**src/rtl/led_matrix_scanner_if.sv**
```systemverilog
// led_matrix_scanner_if
// Plot and frame-control bus between the game logic (master) and the
// LED matrix scanner (slave).
//   frame_start : pulse, begin building a new back frame
//   obj_valid   : object plot request
//   obj_ready   : scanner accepts plot requests
//   obj_x       : column index 0..7
//   obj_mask    : row bits to light (1 = lit)
//   obj_color   : {R,G,B} planes to write
//   commit      : pulse, back frame complete, request a swap
//   swapped     : one-cycle pulse when the buffers swap
interface led_matrix_scanner_if;
   logic       frame_start;
   logic       obj_valid;
   logic       obj_ready;
   logic [2:0] obj_x;
   logic [7:0] obj_mask;
   logic [2:0] obj_color;
   logic       commit;
   logic       swapped;

   modport master (
      output frame_start, obj_valid, obj_x, obj_mask, obj_color, commit,
      input  obj_ready, swapped
   );

   modport slave (
      input  frame_start, obj_valid, obj_x, obj_mask, obj_color, commit,
      output obj_ready, swapped
   );
endinterface

```
**src/rtl/led_matrix_scanner.sv**
```systemverilog
// led_matrix_scanner
// Double-buffered 8x8 RGB matrix scanner. Game logic plots objects into the
// back bank; the front bank is scanned column by column onto active-low row
// drives. Banks swap only when the scan wraps from column 7 to column 0, and
// the red-vs-green/blue overlap of the committed frame is reported.
// Ports:
//   CLK           : system clock
//   Clear         : asynchronous active-high reset
//   bus           : plot/frame-control interface (slave modport)
//   frame_overlap : red overlapped blue/green in the displayed frame
//   position_R/G/B: active-low row drive for the current column
//   S             : current column select
// Optional build macro:
//   SCAN_BLANK_EN : blank all rows for the last prescaler cycle of each
//                   column step (ghost suppression); S holds meanwhile.
module led_matrix_scanner #(
   parameter int unsigned SCAN_DIV = 4,
   parameter int unsigned DIV_W    = 8
) (
   input  logic                 CLK,
   input  logic                 Clear,
   led_matrix_scanner_if.slave  bus,
   output logic                 frame_overlap,
   output logic [7:0]           position_R,
   output logic [7:0]           position_G,
   output logic [7:0]           position_B,
   output logic [2:0]           S
);

   typedef enum logic [1:0] {
      IDLE      = 2'd0,
      CLEAR     = 2'd1,
      PLOT      = 2'd2,
      WAIT_SWAP = 2'd3
   } state_t;

   state_t state_q, state_nxt;

   // Bank entry layout: {R[23:16], G[15:8], B[7:0]}
   logic [1:0][7:0][23:0] bank_q;
   logic                  front_sel_q;
   logic [DIV_W-1:0]      div_q;
   logic [2:0]            col_q;
   logic [2:0]            clr_col_q;
   logic                  acc_q;

   logic        step_c;
   logic        wrap_c;
   logic        back_sel_c;
   logic        plot_c;
   logic        swap_c;
   logic        hit_c;
   logic        ready_c;
   logic [23:0] back_col_c;
   logic [23:0] front_col_c;
   logic [7:0]  new_r_c, new_g_c, new_b_c;

   // Scan timing
   assign step_c      = (div_q == DIV_W'(SCAN_DIV - 1));
   assign wrap_c      = step_c && (col_q == 3'd7);
   assign back_sel_c  = ~front_sel_q;
   assign front_col_c = bank_q[front_sel_q][col_q];

   // Plot path: planes selected by colour, overlap judged against pre-write column plus this mask
   assign back_col_c = bank_q[back_sel_c][bus.obj_x];
   assign new_r_c    = bus.obj_color[2] ? bus.obj_mask : 8'h00;
   assign new_g_c    = bus.obj_color[1] ? bus.obj_mask : 8'h00;
   assign new_b_c    = bus.obj_color[0] ? bus.obj_mask : 8'h00;
   assign hit_c      = (|(new_r_c & (back_col_c[15:8] | back_col_c[7:0] | new_g_c | new_b_c)))
                     | (|((new_g_c | new_b_c) & back_col_c[23:16]));
   assign plot_c     = (state_q == PLOT) && bus.obj_valid;

   // State register
   always_ff @(posedge CLK or posedge Clear) begin
      if (Clear) state_q <= IDLE;
      else       state_q <= state_nxt;
   end

   // Next state and per-state controls
   always_comb begin
      state_nxt = state_q;
      ready_c   = 1'b0;
      swap_c    = 1'b0;
      case (state_q)
         IDLE: begin
            if (bus.frame_start) state_nxt = CLEAR;
         end
         CLEAR: begin
            if (clr_col_q == 3'd7) state_nxt = PLOT;
         end
         PLOT: begin
            if (bus.frame_start) state_nxt = CLEAR;
            else if (bus.commit) state_nxt = WAIT_SWAP;
         end
         WAIT_SWAP: begin
            if (wrap_c) begin
               swap_c    = 1'b1;
               state_nxt = IDLE;
            end
         end
         default: state_nxt = IDLE;
      endcase
      ready_c = (state_nxt == PLOT);
   end

   // Prescaler and scan column; free-running in every state
   always_ff @(posedge CLK or posedge Clear) begin
      if (Clear) begin
         div_q <= '0;
         col_q <= 3'd0;
      end else if (step_c) begin
         div_q <= '0;
         col_q <= col_q + 3'd1;
      end else begin
         div_q <= div_q + DIV_W'(1);
      end
   end

   // Registered row drives and column select
   always_ff @(posedge CLK or posedge Clear) begin
      if (Clear) begin
         S          <= 3'd0;
         position_R <= 8'hFF;
         position_G <= 8'hFF;
         position_B <= 8'hFF;
      end else begin
`ifdef SCAN_BLANK_EN
         if (step_c) begin
            position_R <= 8'hFF;
            position_G <= 8'hFF;
            position_B <= 8'hFF;
         end else begin
            S          <= col_q;
            position_R <= ~front_col_c[23:16];
            position_G <= ~front_col_c[15:8];
            position_B <= ~front_col_c[7:0];
         end
`else
         S          <= col_q;
         position_R <= ~front_col_c[23:16];
         position_G <= ~front_col_c[15:8];
         position_B <= ~front_col_c[7:0];
`endif
      end
   end

   // Frame banks: back bank cleared/plotted, front bank only read
   always_ff @(posedge CLK or posedge Clear) begin
      if (Clear) begin
         bank_q    <= '0;
         clr_col_q <= 3'd0;
         acc_q     <= 1'b0;
      end else begin
         if (state_q == CLEAR) begin
            bank_q[back_sel_c][clr_col_q] <= 24'h0;
            clr_col_q <= clr_col_q + 3'd1;
            acc_q     <= 1'b0;
         end else begin
            clr_col_q <= 3'd0;
            if (plot_c) begin
               bank_q[back_sel_c][bus.obj_x] <= back_col_c | {new_r_c, new_g_c, new_b_c};
               if (hit_c) acc_q <= 1'b1;
            end
         end
      end
   end

   // Buffer swap, overlap report and handshake outputs
   always_ff @(posedge CLK or posedge Clear) begin
      if (Clear) begin
         front_sel_q   <= 1'b0;
         frame_overlap <= 1'b0;
         bus.swapped   <= 1'b0;
         bus.obj_ready <= 1'b0;
      end else begin
         bus.swapped   <= swap_c;
         bus.obj_ready <= ready_c;
         if (swap_c) begin
            front_sel_q   <= ~front_sel_q;
            frame_overlap <= acc_q;
         end
      end
   end

endmodule

```
**src/flat_wrapper.sv**
```systemverilog
// flat-port wrapper written by rule: the top's interface ports become plain ports
module led_matrix_scanner_flat 
#(
   parameter int unsigned SCAN_DIV = 4,
   parameter int unsigned DIV_W    = 8
)
  (CLK, Clear, frame_overlap, position_R, position_G, position_B, S, bus_frame_start, bus_obj_valid, bus_obj_x, bus_obj_mask, bus_obj_color, bus_commit, bus_obj_ready, bus_swapped);
  led_matrix_scanner_if bus_i ();
  input  logic CLK;
  input  logic Clear;
  output logic frame_overlap;
  output logic [7:0] position_R;
  output logic [7:0] position_G;
  output logic [7:0] position_B;
  output logic [2:0] S;
  input wire logic [$bits(bus_i.frame_start)-1:0] bus_frame_start;
  input wire logic [$bits(bus_i.obj_valid)-1:0] bus_obj_valid;
  input wire logic [$bits(bus_i.obj_x)-1:0] bus_obj_x;
  input wire logic [$bits(bus_i.obj_mask)-1:0] bus_obj_mask;
  input wire logic [$bits(bus_i.obj_color)-1:0] bus_obj_color;
  input wire logic [$bits(bus_i.commit)-1:0] bus_commit;
  output wire logic [$bits(bus_i.obj_ready)-1:0] bus_obj_ready;
  output wire logic [$bits(bus_i.swapped)-1:0] bus_swapped;
  assign bus_i.frame_start = bus_frame_start;
  assign bus_i.obj_valid = bus_obj_valid;
  assign bus_i.obj_x = bus_obj_x;
  assign bus_i.obj_mask = bus_obj_mask;
  assign bus_i.obj_color = bus_obj_color;
  assign bus_i.commit = bus_commit;
  assign bus_obj_ready = bus_i.obj_ready;
  assign bus_swapped = bus_i.swapped;
  led_matrix_scanner #(.SCAN_DIV(SCAN_DIV), .DIV_W(DIV_W)) u_core (.CLK(CLK), .Clear(Clear), .bus(bus_i), .frame_overlap(frame_overlap), .position_R(position_R), .position_G(position_G), .position_B(position_B), .S(S));
endmodule
```
**config.mk**
```make
export PLATFORM = sky130hd
export DESIGN_NAME = led_matrix_scanner_flat
export DESIGN_NICKNAME = d
export VERILOG_FILES = /design/src/rtl/led_matrix_scanner_if.sv /design/src/rtl/led_matrix_scanner.sv /design/src/flat_wrapper.sv
export SDC_FILE = /design/constraint.sdc
export NUM_CORES = 1
export LEC_CHECK = 0
export CORE_AREA = 2 2 199 182
export CTS_CLUSTER_SIZE = 24
export DETAILED_ROUTE_END_ITERATION = 7
export DIE_AREA = 0 0 201 184
export PLACE_DENSITY = 0.8
export SETUP_SLACK_MARGIN = 0.3
export SYNTH_ARGS = -nofsm -noshare
export SYNTH_HDL_FRONTEND = slang
export SYNTH_SLANG_ARGS = --single-unit
```
**constraint.sdc**
```tcl
create_clock -name CLK -period 18.8 [get_ports CLK]
set_clock_uncertainty 0.15 [all_clocks]
set_input_delay 3.76 -clock CLK [delete_from_list [all_inputs] [get_ports CLK]]
set_output_delay 3.76 -clock CLK [all_outputs]
set_load 0.05 [all_outputs]
```
* Word-level counts from Yosys, hierarchy flattened
Cells that the tools add are included.
** Cells by class
- Eq/ne operators :: 7
- Multipliers :: 0
- Divide/modulo/power cells :: 0
- Bitwise logic cells :: 14
- Reductions and logical operators :: 11
- Multiplexer cells :: 35
- Add/subtract/negate cells :: 3
- Shift-type cells :: 0
- Magnitude comparators :: 8
** Operators by type and width (count)
- $mux W192 :: 6
- $mux W384 :: 2
- $and A384 B384 Y384 :: 1
- $bwmux W384 :: 1
- $demux W192 S1 :: 2
- $not A384 Y384 :: 1
- $bmux W24 S3 :: 2
- $demux W24 S3 :: 2
- $mux W24 :: 4
- $mux W8 :: 4
- $or A8 B8 Y8 :: 4
- $not A8 Y8 :: 3
- $or A24 B24 Y24 :: 1
- $and A8 B8 Y8 :: 2
- $reduce_or A8 Y1 :: 2
- $lt A3 B4 Y1 const B :: 3
- $mux W2 :: 5
- $add A8 B1 Y8 const B :: 1
- $eq A8 B2 Y1 const B :: 1
- $pmux W2 S4 :: 1
- $add A3 B1 Y3 const B :: 2
- $eq A2 B2 Y1 const B :: 3
- $eq A3 B3 Y1 const B :: 2
- $ge A3 B1 Y1 const B :: 2
- 11 further kinds :: 21
** Storage, ports and cells
- Input bits :: 19
- Memories kept :: 0
- Logic and storage cells :: 107
- Output and inout port bits :: 30
- Bits in writable memories :: 0
- Memory bits (read-only) :: 0
- Flip-flop bits (word level) :: 432
- Latch bits :: 0

* Longest topological paths before layout
Gate-level depths: netlist of run 1.
- Word-level depth :: 14
- Mapped depth :: 13
- Depth with buffers taken out :: 7

* Worst setup path before layout of run 1
OpenSTA, ideal clock, no wires.
- Path kind :: input to register
- Start point :: input port bus_obj_x[0]
- End point :: register u_core.bank_q[139] in the netlist's numbering
- Setup time :: 121 ps
- Required time :: 18529 ps
- Stages :: 10
- Slack :: 12690 ps
- Arrival :: 5839 ps
- Cells stage by stage :: buf_6 -> buf_12 -> buf_8 -> buf_8 -> buf_6 -> mux4_2 -> a221oi_2 -> nand2_2 -> buf_2 -> a22o_1
** On the way
- Longest elaborated chain between the ends :: 9
- Elaborated cells on any way between the ends :: 13
- Those cells by class :: order compare: 2; mux: 9; bitwise: 1; reduce/logical: 1
** Ends and longest elaborated chain
- start, declared :: line flat_wrapper.sv:18 : input wire logic [$bits(bus_i.obj_x)-1:0] bus_obj_x;
- $lt A3 B4 Y1 (not written as such) / $ge A3 B1 Y1 (equally long branches) :: line led_matrix_scanner.sv:161 : bank_q[back_sel_c][bus.obj_x] <= back_col_c | {new_r_c, new_g_c, new_b_c};
- $logic_and A1 B1 Y1 (not written as such) :: line led_matrix_scanner.sv:161
- $mux W24 (not written as such) :: line led_matrix_scanner.sv:161
- $demux W24 S3
- $mux W192 (not written as such) :: line led_matrix_scanner.sv:161
- $demux W192 S1
- $bwmux W384 * :: line led_matrix_scanner.sv:161
- $mux W384 * :: line led_matrix_scanner.sv:160 : if (plot_c) begin
- $mux W384 * :: line led_matrix_scanner.sv:154 : if (state_q == CLEAR) begin
- end signal, assigned by index :: line led_matrix_scanner.sv:161
- end, declared :: line led_matrix_scanner.sv:40 : logic [1:0][7:0][23:0] bank_q;
Mark *: on every way between the ends. The rest lies on a longest branch, timed or not. The select of a mux whose other input is x is not followed.
A chain may end at the register's enable or synchronous reset.

* Worst setup path in the final report of run 1
- Start point :: input port bus_obj_x[0]
- End point :: register u_core.acc_q
** On the way
- Longest elaborated chain between the ends :: 10
- Elaborated cells on any way between the ends :: 12
- Those cells by class :: mux: 2; bitwise: 6; reduce/logical: 4
** Ends and longest elaborated chain
- $bmux W24 S3 * :: line led_matrix_scanner.sv:65 : assign back_col_c = bank_q[back_sel_c][bus.obj_x];
- $mux W24 (not written as such) * :: line led_matrix_scanner.sv:65
- $or A8 B8 Y8 (3 in series) :: line led_matrix_scanner.sv:69 : assign hit_c = (|(new_r_c & (back_col_c[15:8] | back_col_c[7:0] | new_g_c | new_b_c)))
- $and A8 B8 Y8 :: line led_matrix_scanner.sv:69
- $reduce_or A8 Y1 :: line led_matrix_scanner.sv:69
- $or A1 B1 Y1 * :: line led_matrix_scanner.sv:70 : | (|((new_g_c | new_b_c) & back_col_c[23:16]));
- $reduce_bool A2 Y1 (no source line) *
- $reduce_and A2 Y1 (no source line) *
- end signal, assigned :: line led_matrix_scanner.sv:152 : acc_q <= 1'b0;
- end signal, assigned :: line led_matrix_scanner.sv:157 : acc_q <= 1'b0;
- end signal, assigned :: line led_matrix_scanner.sv:162 : if (hit_c) acc_q <= 1'b1;
- end, declared :: line led_matrix_scanner.sv:45 : logic acc_q;
Marks and branches as above.

==> results.txt, run 1 <==
The run finished, with violations left. The final reports fail on design-rule violations. The transition time at the pin with the least slew margin is 1.35 ns, and the area added between synthesis and finish is 10.3%.

The capturing point of the worst reg2reg path is u_core.acc_q$_DFFE_PP0P_. The initial standard-cell utilization of the core was 0.626. TritonCTS built the clock tree.

The clock passes through at most 3 buffers. The HPWL after detailed placement is 42600 um. The netlist area before placement is 21700 sq um. 49 I/O pins were placed.

The hold violation count in the final report was 0; the maximum vdd ir drop was 0.0776 mV. In this run, synthesis produced a sequential element count of 432. Routability-driven placement finished with a final weighted congestion of 0.983. The total number of vias was 17000; the sum of internal, switching and leakage power was 2.37 mW. The synthesized-area fraction occupied by ao, oa, aoi and oai cells was 0.164; the final-stage net count was 1716.

Number of nets still failing antenna checks after routing: 0. The number of antenna diodes in the final layout is 0. At the worst endpoint, the required time is 19.07 ns. The first routing iteration left 3141 violations. The critical path starts at bus_obj_x[0].

The pre-antenna-repair detailed-routing pass consisted of 8 iterations. The number of antenna violations at the first check in global routing came out at 1. Type of the worst min-delay path: reg2reg. The tools report the element type at the critical path start as a primary input. The floorplan step defined a die boundary enclosing 37000 sq um.

The number of warnings printed during yosys synthesis came out at 0. Setup violations remaining at the end of the flow were counted as 0. The fraction of final layout cells with drive strength greater than 1 was 0.207.

The headroom to the max-slew limit is 0.101, and the fraction of synthesis flops using an asynchronous set or reset pin is 1.00. Share of the yosys chip area belonging to registers: 0.498. The worst register-to-register path begins at u_core.front_sel_q$_DFFE_PP0P_. The primary flip-flop cell chosen by synthesis mapping was sky130_fd_sc_hd__dfrtp_1.

Summed over all failing endpoints, the final setup total negative slack is 0 ns. The simple-gate share of the synthesized area came out at 0.0664. The dominant combinational cell family by area after synthesis was multiplexers. The max-slew violation count came out at 0. The arithmetic-cell share of the synthesized area counting full adders, half adders and majority gates came out at 0.00288. For the remaining global-route overflow, the log shows 0. Measured along the y axis, the die boundary spans 184 um. The average footprint of a synthesized cell is 12.8 sq um.

The total setup buffers inserted after CTS was 0; the average vias per placed instance was 7.73. The number of library cell types mapped by synthesis was 66; the number of enable flip-flop cells after synthesis was 0. After clock tree synthesis, the clock-pin slew on the worst setup and hold paths is 0.07 ns. The synthesized-area fraction occupied by xor and xnor cells is 0.00282. The clock period could shrink to 7.41 ns. The total area inside the core boundary comes to 34700 sq um.

The power density relative to cell area works out to 98.8 nW/um^2. The most critical setup path has its endpoint at u_core.acc_q$_DFFE_PP0P_. The portion of the clock cycle consumed by the worst path in the final layout was 0.394; the H-tree depth reported by CTS was 2. Standard-cell row count: 65. The number of hold buffers added after CTS was 0. The start-to-end type of the worst setup path was in2reg. Post-CTS repair changed the size of 0 cells. In this run the static leakage power is 10.2 nW.

From left edge to right edge, the die measures 201 um. At the later pin of the worst-skew pair, clock insertion delay measures 0.57 ns. The setup check on the worst reg-to-reg path leaves a slack of 14.34 ns.

The number of cells on the worst hold path is 1. For the achievable frequency, the log shows 135 MHz. At the worst endpoint, the arrival time is 7.68 ns. The max-cap violation count was 0; the synthesized netlist cell count was 1702.

The global-route usage over all layers was 0.395. The fill cell instance count of the final layout was 2356. The tools report the first-pass GRT wire length as 108000 um. For this run, design rule violations remaining after detail routing come to 24.

The cell depth of the worst flop-to-flop path is 8, and the critical-path maximum fanout is 66. The number of port buffers is 48, and the number of nets produced by synthesis is 1726. The number of clock buffers added by TritonCTS is 44. Setup repair after global routing left no endpoint under its margin.

Wires add up to 71200 um. The share of synthesized area spent on multiplexers is 0.224, and the average wire length per cell after detail routing is 32.4 um. The logs give 17300 for the via count of the first global-routing pass and 143 for the maximum number of pins on one net before global-route repair.

The worst setup path is captured at a register. The tools report the clock sink count as 432. The root buffer cell chosen for the clock tree is sky130_fd_sc_hd__clkbuf_16.
[routing by layer]
metal,GRT usage,vias to the layer above,part of all wire
met4,0.218,0,0.068
met5,0.0119,-,0
met2,0.558,1546,0.42
met3,0.182,417,0.16
met1,0.509,8487,0.34
li1,-,6517,-
[layout make-up]
class	count	area, sq um	share of cell area
inverter	27	109	0.00454
clock buffer	61	1290	0.0536
multi-input combinational	1093	10100	0.422
tap	469	587	0.0245
timing repair buffer	94	840	0.0350
clock inverter	19	183	0.00762
sequential	432	10800	0.452
[synth_stat cells (3+ instances only)]
library cell,count,share of area
sky130_fd_sc_hd__mux4_2,164,0.17
sky130_fd_sc_hd__dfrtp_1,408,0.47
sky130_fd_sc_hd__xor2_1,3,0.0012
sky130_fd_sc_hd__a31oi_1,6,0.0017
sky130_fd_sc_hd__nand2b_1,5,0.0014
sky130_fd_sc_hd__nand2_1,196,0.034
sky130_fd_sc_hd__nand3_1,17,0.0039
sky130_fd_sc_hd__buf_6,9,0.0047
sky130_fd_sc_hd__nor3b_1,3,0.0010
sky130_fd_sc_hd__nor3_1,13,0.0030
sky130_fd_sc_hd__a21oi_1,25,0.0058
sky130_fd_sc_hd__a22oi_1,16,0.0055
sky130_fd_sc_hd__or3_1,3,0.00086
sky130_fd_sc_hd__a221oi_1,7,0.0028
sky130_fd_sc_hd__nand3b_1,4,0.0014
sky130_fd_sc_hd__ha_1,5,0.0029
sky130_fd_sc_hd__or3b_2,3,0.0012
sky130_fd_sc_hd__o21ai_0,154,0.035
sky130_fd_sc_hd__buf_1,8,0.0014
sky130_fd_sc_hd__buf_4,8,0.0028
sky130_fd_sc_hd__mux4_1,10,0.012
sky130_fd_sc_hd__o22ai_1,15,0.0043
sky130_fd_sc_hd__mux2_2,11,0.0057
sky130_fd_sc_hd__nor2_1,40,0.0069
sky130_fd_sc_hd__xnor2_1,4,0.0016
sky130_fd_sc_hd__a211oi_1,7,0.0024
sky130_fd_sc_hd__a22o_1,244,0.098
sky130_fd_sc_hd__mux2i_1,77,0.035
sky130_fd_sc_hd__and2_1,7,0.0020
sky130_fd_sc_hd__clkbuf_4,3,0.0010
sky130_fd_sc_hd__buf_2,48,0.011
sky130_fd_sc_hd__nor2b_1,11,0.0032
sky130_fd_sc_hd__dfstp_2,24,0.029
sky130_fd_sc_hd__and3_1,7,0.0020
sky130_fd_sc_hd__clkbuf_1,70,0.012
sky130_fd_sc_hd__inv_1,27,0.0047
[worst max-delay path, cell delays in order]
cell	delay [ns]
sky130_fd_sc_hd__buf_6	0.57
sky130_fd_sc_hd__buf_4	0.77
sky130_fd_sc_hd__mux4_2	0.61
sky130_fd_sc_hd__a22o_1	0.28
sky130_fd_sc_hd__or4_1	0.73
sky130_fd_sc_hd__o31a_1	0.38
sky130_fd_sc_hd__o21ai_0	0.18
sky130_fd_sc_hd__and4b_1	0.22
sky130_fd_sc_hd__a31oi_1	0.08
[worst min path at each step]
stage                                            from                        end
after floorplan           u_core.col_q[1]$_DFFE_PP0N_      u_core.S[1]$_DFF_PP0_
after global placement      u_core.div_q[7]$_DFF_PP0_  u_core.div_q[7]$_DFF_PP0_
after detailed placement    u_core.div_q[0]$_DFF_PP0_  u_core.div_q[0]$_DFF_PP0_
after CTS                   u_core.div_q[0]$_DFF_PP0_  u_core.div_q[0]$_DFF_PP0_
after global routing        u_core.div_q[0]$_DFF_PP0_  u_core.div_q[0]$_DFF_PP0_
final                       u_core.div_q[0]$_DFF_PP0_  u_core.div_q[0]$_DFF_PP0_
[power by group]
group	switching, mW	internal [mW]	total (mW)
Sequential	0.0604	0.971	1.03
Combinational	0.302	0.139	0.440
Clock	0.379	0.520	0.899
Total	0.740	1.63	2.37
[sequential cells by signal (all words and copies together) (netlist names)]
register	count
u_core.bank_q	384
u_core.div_q	8
u_core.position_B	8
u_core.position_G	8
u_core.position_R	8
u_core.S	3
u_core.clr_col_q	3
u_core.col_q	3
u_core.state_q	2
u_core.acc_q	1
u_core.bus.obj_ready	1
u_core.bus.swapped	1
u_core.frame_overlap	1
u_core.front_sel_q	1
[placed cells by master, fill, tap and decap left out, drive strengths merged, types with 8 or more instances in the layout]
| master | count |
|---|---|
| a21oi | 25 |
| a221oi | 9 |
| a22o | 244 |
| a22oi | 16 |
| and2 | 8 |
| buf | 47 |
| clkbuf | 61 |
| clkdlybuf4s50 | 47 |
| clkinv | 13 |
| dfrtp | 408 |
| dfstp | 24 |
| inv | 28 |
| mux2 | 11 |
| mux2i | 77 |
| mux4 | 175 |
| nand2 | 198 |
| nand3 | 17 |
| nor2 | 41 |
| nor2b | 11 |
| nor3 | 13 |
| o21ai | 155 |
| o22ai | 15 |
[cell families after synthesis]
logic type                 count (synthesis)
and+or+nand+nor                          325
xor gates and xnor gates                   7
AOI/OAI and AO/OA                        493
adders and majority gates                  5
buffers and inverters                    177
DFF                                      432
muxes                                    263
[per-stage QoR]
step	utilization	worst slack (ns)	hold slack, ns	cell area (sq um)	cells
finish	0.691	11.39	0.326	24000	2195
global route	0.691	11.19	0.356	24000	2195
CTS	0.691	11.45	0.327	24000	2195
detailed placement	0.648	10.90	0.319	22500	2115
global placement	0.648	10.97	0.315	22500	2115
floorplan	-	2.90	0.226	21700	1702
No activity file was read; power rests on OpenSTA's default activity.
==> run 2: changes to the inputs <==
--- a/config.mk
+++ b/config.mk
@@ -5,11 +5,11 @@
 export SDC_FILE = /design/constraint.sdc
 export NUM_CORES = 1
 export LEC_CHECK = 0
-export CORE_AREA = 2 2 199 182
+export CORE_AREA = 2 2 209 191
 export CTS_CLUSTER_SIZE = 24
 export DETAILED_ROUTE_END_ITERATION = 7
-export DIE_AREA = 0 0 201 184
-export PLACE_DENSITY = 0.8
+export DIE_AREA = 0 0 211 193
+export PLACE_DENSITY = 0.76
 export SETUP_SLACK_MARGIN = 0.3
 export SYNTH_ARGS = -nofsm -noshare
 export SYNTH_HDL_FRONTEND = slang
==> constraint.sdc (replaced) <==
create_clock -name CLK -period 6.2 [get_ports CLK]
set_clock_uncertainty 0.15 [all_clocks]
set_input_delay 1.24 -clock CLK [delete_from_list [all_inputs] [get_ports CLK]]
set_output_delay 1.24 -clock CLK [all_outputs]
set_load 0.05 [all_outputs]
==> results.txt, run 2 (synthesized netlist as in run 1, its figures left out) <==
The die is 211 um wide. For the total of endpoints with negative setup slack in the final report, the log shows 0. The worst setup path is launched from a primary input.

Summing all placed instances gives a cell area of 22700 sq um. The number of cells on the worst reg-to-reg path is 5. Critical hold path startpoint: u_core.div_q[0]$_DFF_PP0_. The run gives 0.136 as the met3 track demand over resource. The number of cells on the worst hold path was 1.

The number of antenna violations at the first check in global routing was 1; the portion of the clock cycle consumed by the worst path in the final layout was 0.729. The routed design could run at a clock period as short as 4.52 ns. Initial standard-cell utilization of the core: 0.561. The run gives 0.226 mV as the maximum vdd ir drop. The worst hold path terminates at u_core.div_q[0]$_DFF_PP0_. The maximum number of pins on one net before global-route repair came out at 140. For the hold violation count in the final report, the log shows 0. u_core.bank_q holds more flip-flops than any other register. After the first detailed-routing iteration, the DRC count stood at 2412. The arrival time at the worst endpoint is 4.82 ns. The floorplan step set the die height to 193 um. The H-tree generated during clock tree synthesis spans 2 levels. For flop-to-flop paths, the worst setup slack is 2.20 ns.

The critical-path maximum fanout came out at 22. Once detailed placement completed, the half-perimeter wirelength came to 43800 um. The register with the most flip-flops in the layout has 384 of them. In the routed design, unresolved DRC markers number 0. Least setup slack across all paths after layout: 1.68 ns. The congestion estimate from routability-driven global placement came to 0.961. Type of the worst min-delay path: reg2reg. The layer flagged by global routing as most heavily used is met2. For this block, the routed nets add up to 72000 um of wire. In the final routed layout, each cell accounts on average for 32.1 um. The tools report the number of nets still failing antenna checks after routing as 0. The tree built by TritonCTS fans out to 432 sinks. Power spread over the standard cell area amounts to 302 nW/um^2.

The max-cap violation count was 0. In this run the standard cell core region covers 38800 sq um. The headroom to the max-slew limit was 0.0776. The combined area of the multi-input logic cells came out at 10100 sq um.

Summing all flip-flop and latch instances after layout gives 10800 sq um. For the pin with the worst max-slew slack, the measured transition is 1.38 ns. The most common library cell in the layout ignoring fill and taps is sky130_fd_sc_hd__dfrtp_1. The number of port buffers is 48, and the post-route standard cell area excluding fillers is 24200 sq um.

The worst setup path is of the in2reg kind. The average vias per placed instance was 7.49; the clock latency on the worst-skew pair was 0.58 ns. The root buffer cell is sky130_fd_sc_hd__clkbuf_16. Before antenna repair, the detailed router went through 6 iterations. The max-slew violation count was 0. From synthesis to final layout, the design area changed by 11.5%. For this design, the CTS-stage hold fixing added 0 buffers. The run gives 0.527 as the global-route track usage on met2. The worst register-to-register path ends at u_core.bank_q[281]$_DFFE_PP0P_. The launching point of the worst reg2reg path was u_core.front_sel_q$_DFFE_PP0P_. Derived from the worst setup path, the maximum achievable clock frequency is 221 MHz. The required time of the critical path is 6.50 ns. The run gives 1.32 ns as the worst slack at placement. The flow ran to the end, and the final reports show no timing, DRC or antenna violations. Clock-pin slew was measured on the worst setup and hold paths at 0.07 ns.

For this run, the post-layout net count is 1729. The number of top-level design ports is 49, and the count of cells resized by post-cts repair is 0. The floorplan step defined a die boundary enclosing 40700 sq um. Post-CTS timing repair inserted 0 buffers for setup.

TritonCTS built the clock tree. STA classifies the critical path endpoint as a register. For the total number of vias, the log shows 16800. Setup repair after global routing left no endpoint under its margin. In the layout the commonest cells are sky130_fd_sc_hd__dfrtp_1 (405), sky130_fd_sc_hd__a22o_1 (244), sky130_fd_sc_hd__nand2_1 (196), sky130_fd_sc_hd__mux4_2 (164), sky130_fd_sc_hd__o21ai_0 (154). The static power due to leakage is 10.3 nW, and the worst-case hold slack is 0.337 ns.

The final instance count without filler cells came out at 2241. For this run the aggregate overflow at the end of global routing stands at 0. The tools report the met1 usage in global routing as 0.481. After filler insertion, the fill cell instance count of the layout stands at 2859. The instance count after placement with tap cells included was 2154. The fraction of final layout cells with drive strength greater than 1 came out at 0.211.

The number of buffers on the longest clock path was 3; the via count of the first global-routing pass was 16900. The global-route usage over all layers came out at 0.363. The tools report the first-pass GRT wire length as 108000 um. The standard-cell row count is 69, and the total clock buffers created by CTS is 46.
[run 2: changes by cell type in the layout (fill, tap and decap cells not counted), sizes merged]
| cell | delta |
|---|---|
| inv | -2 |
| clkinvlp | -1 |
| clkbuf | +11 |
| clkinv | -2 |
| diode | +1 |
| buf | +11 |
[run 2: worst max path at each step]
stage                      start                        to  slack (ns)  cells past startpoint
detailed placement  bus_obj_x[2]  u_core.acc_q$_DFFE_PP0P_        1.32                      8
global placement    bus_obj_x[2]  u_core.acc_q$_DFFE_PP0P_        1.32                      8
finish              bus_obj_x[2]  u_core.acc_q$_DFFE_PP0P_        1.68                      8
floorplan                  Clear     u_core.S[0]$_DFF_PP0_       -1.00                      1
global route        bus_obj_x[2]  u_core.acc_q$_DFFE_PP0P_        1.62                      8
CTS                 bus_obj_x[2]  u_core.acc_q$_DFFE_PP0P_        1.93                      8
[run 2: final cells by class]
class	count	area share
sequential	432	0.448
multi-input combinational	1093	0.418
clock buffer	72	0.0578
timing repair buffer	105	0.0396
tap	497	0.0257
clock inverter	14	0.00707
inverter	27	0.00434
antenna	1	0.000103
[run 2: layer usage]
metal	vias to the layer above	part of all wire
li1	6567	-
met1	8485	0.36
met2	1431	0.44
met3	311	0.14
met4	2	0.059
met5	-	0.00022
[run 2: worst max-delay path, stage by stage]
cell                              delay [ns]
sky130_fd_sc_hd__clkdlybuf4s50_1        1.15
sky130_fd_sc_hd__nor2b_1                0.83
sky130_fd_sc_hd__a22oi_1                0.22
sky130_fd_sc_hd__a211o_1                0.55
sky130_fd_sc_hd__nand4b_1               0.34
sky130_fd_sc_hd__a31oi_1                0.20
sky130_fd_sc_hd__and4b_1                0.21
sky130_fd_sc_hd__a31oi_1                0.07
[run 2: power by group]
| part | total, mW | internal (mW) | switching [mW] |
|---|---|---|---|
| Combinational | 1.33 | 0.429 | 0.902 |
| Sequential | 3.13 | 2.94 | 0.186 |
| Clock | 2.86 | 1.68 | 1.18 |
[run 2: stage by stage]
| step | TNS, ns | total power, mW | utilization |
|---|---|---|---|
| after floorplan | -409.53 | 4.00 | - |
| after global placement | 0 | 4.42 | 0.585 |
| after detailed placement | 0 | 4.45 | 0.585 |
| after CTS | 0 | 7.29 | 0.625 |
| after global routing | 0 | 7.53 | 0.625 |
| final | 0 | 7.32 | 0.625 |
